===== src/rtl/benes_xbar_if.sv =====
// benes_xbar_if: configuration, input and output streams of the Benes crossbar
// Ports (slave = crossbar side):
//   cfg_valid/cfg_ready/cfg_ctrl : switch-bit word, accepted only while the pipeline is empty
//   in_valid/in_ready/in_data    : input lane vector
//   out_valid/out_ready/out_data : permuted lane vector
//   busy                         : at least one beat in flight
interface benes_xbar_if #(
    parameter int SIZE   = 32,
    parameter int DATA_W = 8
);
    localparam int TAGWIDTH = $clog2(SIZE);
    localparam int STAGES   = 2 * TAGWIDTH - 1;
    localparam int BITWIDTH = STAGES * SIZE / 2;
    logic                cfg_valid;
    logic                cfg_ready;
    logic [BITWIDTH-1:0] cfg_ctrl;
    logic                in_valid;
    logic                in_ready;
    logic [DATA_W-1:0]   in_data [SIZE];
    logic                out_valid;
    logic                out_ready;
    logic [DATA_W-1:0]   out_data [SIZE];
    logic                busy;
    modport master (
        output cfg_valid, cfg_ctrl, in_valid, in_data, out_ready,
        input  cfg_ready, in_ready, out_valid, out_data, busy
    );
    modport slave (
        input  cfg_valid, cfg_ctrl, in_valid, in_data, out_ready,
        output cfg_ready, in_ready, out_valid, out_data, busy
    );
endinterface


===== src/rtl/benes_xbar.sv =====
// benes_xbar: pipelined Benes permutation network, one registered stage per switch column
// Ports:
//   clk   : rising-edge clock
//   n_rst : synchronous active-low reset
//   io    : benes_xbar_if.slave (config, input and output handshakes, busy)
module benes_xbar #(
    parameter int SIZE   = 32,
    parameter int DATA_W = 8
) (
    input logic         clk,
    input logic         n_rst,
    benes_xbar_if.slave io
);
    localparam int TAGWIDTH = $clog2(SIZE);
    localparam int STAGES   = 2 * TAGWIDTH - 1;
    localparam int BITWIDTH = STAGES * SIZE / 2;
    localparam int HALF     = SIZE / 2;

    logic [STAGES-1:0]   valid_q, valid_d;
    logic                configured_q, configured_d;
    logic [BITWIDTH-1:0] ctrl_q, ctrl_d;
    logic [DATA_W-1:0]   data_q [STAGES][SIZE];
    logic [DATA_W-1:0]   data_d [STAGES][SIZE];
    logic [DATA_W-1:0]   src    [STAGES][SIZE];
    logic [DATA_W-1:0]   sw     [STAGES][SIZE];
    logic                advance, cfg_load, in_fire;
    int                  gap, pos;

    // Stall is global: the whole pipe moves only when the output slot is free
    assign advance      = !valid_q[STAGES-1] || io.out_ready;
    assign io.busy      = |valid_q;
    assign io.cfg_ready = ~|valid_q;
    assign io.out_valid = valid_q[STAGES-1];
    assign io.out_data  = data_q[STAGES-1];
    assign cfg_load     = io.cfg_valid && io.cfg_ready;
    assign io.in_ready  = n_rst && configured_q && !cfg_load && advance;
    assign in_fire      = io.in_valid && io.in_ready;

    // Butterfly gaps run 1,2,4..SIZE/2..4,2,1; each column switch j pairs lanes pos and pos+gap
    always_comb begin
        gap = 1;
        pos = 0;
        for (int s = 0; s < STAGES; s++) begin
            for (int i = 0; i < SIZE; i++) begin
                src[s][i] = (s == 0) ? io.in_data[i] : data_q[(s == 0) ? 0 : s - 1][i];
                sw[s][i]  = src[s][i];
            end
        end
        for (int s = 0; s < STAGES; s++) begin
            gap = 1 << ((s < STAGES - 1 - s) ? s : STAGES - 1 - s);
            for (int j = 0; j < HALF; j++) begin
                pos = (j % gap) + 2 * gap * (j / gap);
                sw[s][pos]       = ctrl_q[s * HALF + j] ? src[s][pos + gap] : src[s][pos];
                sw[s][pos + gap] = ctrl_q[s * HALF + j] ? src[s][pos] : src[s][pos + gap];
            end
        end
    end

    always_comb begin
        valid_d      = advance ? {valid_q[STAGES-2:0], in_fire} : valid_q;
        configured_d = configured_q || cfg_load;
        ctrl_d       = cfg_load ? io.cfg_ctrl : ctrl_q;
        for (int s = 0; s < STAGES; s++) begin
            for (int i = 0; i < SIZE; i++) begin
                data_d[s][i] = advance ? sw[s][i] : data_q[s][i];
            end
        end
    end

    always_ff @(posedge clk) begin
        if (!n_rst) begin
            valid_q      <= '0;
            configured_q <= 1'b0;
            ctrl_q       <= '0;
            data_q       <= '{default: '0};
        end else begin
            valid_q      <= valid_d;
            configured_q <= configured_d;
            ctrl_q       <= ctrl_d;
            data_q       <= data_d;
        end
    end
endmodule


===== src/flat_wrapper.sv =====
// flat-port wrapper written by rule: the top's interface ports become plain ports
module benes_xbar_flat 
#(
    parameter int SIZE   = 32,
    parameter int DATA_W = 8
)
  (clk, n_rst, io_cfg_valid, io_cfg_ctrl, io_in_valid, io_in_data, io_out_ready, io_cfg_ready, io_in_ready, io_out_valid, io_out_data, io_busy);
  benes_xbar_if #(.SIZE(SIZE), .DATA_W(DATA_W)) io_i ();
  input logic clk;
  input logic n_rst;
  input wire logic [$bits(io_i.cfg_valid)-1:0] io_cfg_valid;
  input wire logic [$bits(io_i.cfg_ctrl)-1:0] io_cfg_ctrl;
  input wire logic [$bits(io_i.in_valid)-1:0] io_in_valid;
  input wire logic [$bits(io_i.in_data)-1:0] io_in_data;
  input wire logic [$bits(io_i.out_ready)-1:0] io_out_ready;
  output wire logic [$bits(io_i.cfg_ready)-1:0] io_cfg_ready;
  output wire logic [$bits(io_i.in_ready)-1:0] io_in_ready;
  output wire logic [$bits(io_i.out_valid)-1:0] io_out_valid;
  output wire logic [$bits(io_i.out_data)-1:0] io_out_data;
  output wire logic [$bits(io_i.busy)-1:0] io_busy;
  assign io_i.cfg_valid = io_cfg_valid;
  assign io_i.cfg_ctrl = io_cfg_ctrl;
  assign io_i.in_valid = io_in_valid;
  assign io_i.in_data = {>>{io_in_data}};
  assign io_i.out_ready = io_out_ready;
  assign io_cfg_ready = io_i.cfg_ready;
  assign io_in_ready = io_i.in_ready;
  assign io_out_valid = io_i.out_valid;
  assign io_out_data = {>>{io_i.out_data}};
  assign io_busy = io_i.busy;
  benes_xbar #(.SIZE(SIZE), .DATA_W(DATA_W)) u_core (.clk(clk), .n_rst(n_rst), .io(io_i));
endmodule

===== config.mk =====
export PLATFORM = sky130hd
export DESIGN_NAME = benes_xbar_flat
export DESIGN_NICKNAME = d
export VERILOG_FILES = /design/src/rtl/benes_xbar_if.sv /design/src/rtl/benes_xbar.sv /design/src/flat_wrapper.sv
export SDC_FILE = /design/constraint.sdc
export NUM_CORES = 2
export LEC_CHECK = 0
export CORE_ASPECT_RATIO = 1.75
export CORE_MARGIN = 2
export CORE_UTILIZATION = 40
export CTS_CLUSTER_SIZE = 25
export DETAILED_ROUTE_END_ITERATION = 7
export GPL_TIMING_DRIVEN = 0
export PLACE_DENSITY = 0.63
export SETUP_SLACK_MARGIN = 0.4
export SLEW_MARGIN = 40
export SYNTH_ARGS = -nofsm -noshare
export SYNTH_HDL_FRONTEND = slang
export SYNTH_SLANG_ARGS = --single-unit
export TNS_END_PERCENT = 50

===== constraint.sdc =====
create_clock -name clk -period 2.5 [get_ports clk]
set_input_delay 0.5 -clock clk [delete_from_list [all_inputs] [get_ports clk]]
set_output_delay 0.5 -clock clk [all_outputs]
set_load 0.01 [all_outputs]

==> flow_metrics.tcl <==
set metrics [dict create \
    worst-path-stages 4 \
    final_util_pct 47.3 \
    die_w_um 408 \
    nNetsFinal 12529 \
    post-route-min-period_ns 2.68 \
    placedCellCount 15658 \
    die-area_mm2 0.289 \
    grt_max_degree 17 \
    hpwl_um 393000 \
    ctsHoldBuffers 0 \
    coreArea_mm2 0.284 \
    ant_nets 0 \
    slew_viol_final 0 \
    synthTopCellsByArea "dfxtp_1 43%, mux2i_1 21%, o211a_1 20%" \
    setup_ws_ns -0.182 \
    min_path_type "input port to register" \
    rrSetupSlack_ns 0.34 \
    ys_ff_latch 2458 \
    critPathLaunchType "register" \
    synth-simple-area-share_pct 8.65 \
    gp_congestion 1.23 \
    p_leak_nw 78.8 \
    required_ns 2.00 \
    clkSinkCount 2458 \
    path_buf_inv 1 \
    maxCapViolations 0 \
    grt_pass1_vias 92285 \
    cts_tree "yes" \
    rsz0062_at_grt "yes" \
    cp_slowest_stage_delay_ns 0.41 \
    drt_wl_total_um 475000 \
    die_h_um 710 \
    worstRegToRegCells 8 \
    cp-endpoint "io_busy" \
    remaining_drc_errors 3 \
    vias_per_cell 5.70 \
    synthCells 11203 \
    yosysWarningCount 0 \
    vias 91932 \
    violations "DRC, setup timing" \
    synthToLayoutAreaGrowth_pct 17.7 \
    power_mw 88.0 \
    synthMuxAreaShare_pct 21.5 \
    wire_per_inst_um 29.5 \
    numCtsBuffers 237 \
    fill_cells 26972 \
    end_kind "primary output" \
    finClkSkew_ns 0.0648 \
    rows 259 \
    critPathTopFamily "simple AND/OR/NAND/NOR gates" \
    seq_area_frac_synth_pct 43.2 \
    grt_usage_pct 31.9 \
    dpl_worst_slack_ns -1.47 \
    synth_compound_area_share_pct 20.3 \
    layout_common_cells "2,549 x nand2_1, 2,402 x dfxtp_1, 2,401 x mux2i_1" \
    layout_commonest_cell "nand2_1" \
    ir_worst_vdd_uv 642 \
    numPortBuffers 663 \
    pin_count 665 \
    synth.distinct_cells 24 \
    startpoint "u_core.valid_q[3]" \
    maxSlewHeadroom_pct 30.8 \
    hold_violations 0 \
    path_class "register to primary output" \
    antenna_found_initial 47 \
    syn_nets 11608 \
    clkTransAtPathRegs_ns 0.07 \
    critPathArrivalTime_ns 2.18 \
    drt-initial-drc-count 6939 \
    ctsLongestPathBuffers 4 \
    yosysTopAreaCellShare_pct 43.2 \
    cpMaxStageDelayCell "or4_1" \
    holdPathStages 3 \
    htree_levels 4 \
    grt-ovfl-total 0 \
    worstPathMaxFanout 3 \
    grt_pass1_wl_um 668000 \
    multi_input_area_mm2 0.0581 \
    start_util_pct 40.2 \
    drt-pass1-iter-count 8 \
    fin_crit_sh_pct 107 \
    r2r_end "u_core.data_q[1197]" \
    synthAdderAreaFrac_pct 0 \
    final_cells 16123 \
    post_route_cells_drive_above_1_share_pct 15.5 \
    syn-cell-area_mm2 0.114 \
    syn_avg_cell_area_um2 10.2 \
    regArea_mm2 0.0493 \
    tns_ns -0.512 \
    worstMarginPinSlew_ns 1.01 \
    synth_top_family_by_area "multiplexers" \
    fmax_mhz 373 \
    worstPathCellList "nor4_4, nand2_1, or4_1, buf_2" \
    p_per_area_mw_per_mm2 656 \
    synth-xor-area-share_pct 0 \
    clk_latency_ns 0.97 \
    finalSetupViolCount 3 \
    reg2reg_from "u_core.valid_q[8]" \
    root_buffer "clkbuf_16" \
    synth_top_cell_by_area "dfxtp_1" \
    outcome "finished with violations" \
]
## layer usage
metal  up-vias  share of wire, %  track usage (%)
li1      41976                 -                -
met1     45172                35             31.5
met2      3415                48             54.4
met3      1359               5.3             6.77
met4        10                12             33.0
met5         -             0.014                0
## report_power, final
| group | total [mW] | internal [mW] | leakage, nW | switching, mW |
|---|---|---|---|---|
| clock | 37.6 | 21.2 | 3.91 | 16.5 |
| sequential | 41.7 | 40.4 | 20.0 | 1.35 |
| combinational | 8.64 | 3.65 | 54.9 | 4.98 |
## cell families after synthesis
| kind of cell | count (synthesis) |
|---|---|
| compound gates | 2314 |
| mux | 2448 |
| flops | 2458 |
| simple gates | 2618 |
| buf+inv | 1365 |
## metrics by stage
stage,area [um^2],hold WS (ns)
2_1_floorplan,114000,0.441
6_report,134000,0.0976
5_1_grt,134000,0.106
3_5_place_dp,126000,0.460
3_3_place_gp,125000,0.456
4_1_cts,134000,0.0795
## synth_stat cells
| master | number |
|---|---|
| o21a_1 | 2 |
| nor2_1 | 2 |
| or4_1 | 1 |
| inv_1 | 1 |
| buf_8 | 1 |
| a21boi_0 | 7 |
| dfxtp_1 | 2458 |
| o211a_1 | 2304 |
| clkbuf_1 | 290 |
| nand2_1 | 2607 |
| mux2i_1 | 2448 |
| o31ai_1 | 1 |
| nand3_1 | 2 |
| nor2b_1 | 1 |
| and3_1 | 1 |
| buf_4 | 257 |
| nand2b_1 | 1 |
| nor4b_1 | 1 |
| buf_2 | 770 |
| nor4_1 | 1 |
| buf_6 | 1 |
| buf_1 | 31 |
| nor4_2 | 1 |
| buf_12 | 14 |
## state kept, by name (all words and copies together), names as in the netlist
signal,cells
u_core.io.out_data,256
u_core.ctrl_q,144
u_core.valid_q,9
u_core.data_q,2048
u_core.configured_q,1
## worst min-delay path, delay by kind of cell
kind	cells	cell delay, ns
buffers and inverters	1	0.39
and+or+nand+nor	1	0.06
muxes	1	0.06
## area by class of cell
class                   count  share of cell area (%)
well taps                3784                    3.53
inverters                   1                 0.00280
diodes                     29                  0.0541
clock inverters           110                   0.971
plain buffers            1364                    5.75
flip-flops and latches   2458                    36.7
multi-input cells        7380                    43.3
repair buffers            682                    4.72
clock buffers             315                    4.96
## what timing repair did
action	CTS	global route
setup buffers	8	0
endpoints found under the setup margin	2513	398
resized for setup	567	113
pin swaps	3	3
## worst min-delay path by stage
stage | start | endpoint
2_1_floorplan | u_core.configured_q | u_core.configured_q
3_3_place_gp | u_core.configured_q | u_core.configured_q
3_5_place_dp | u_core.configured_q | u_core.configured_q
4_1_cts | io_cfg_ctrl[7] | u_core.ctrl_q[7]
5_1_grt | io_cfg_ctrl[9] | u_core.ctrl_q[9]
6_report | io_cfg_ctrl[7] | u_core.ctrl_q[7]
Power figures use the tool's default switching activity.
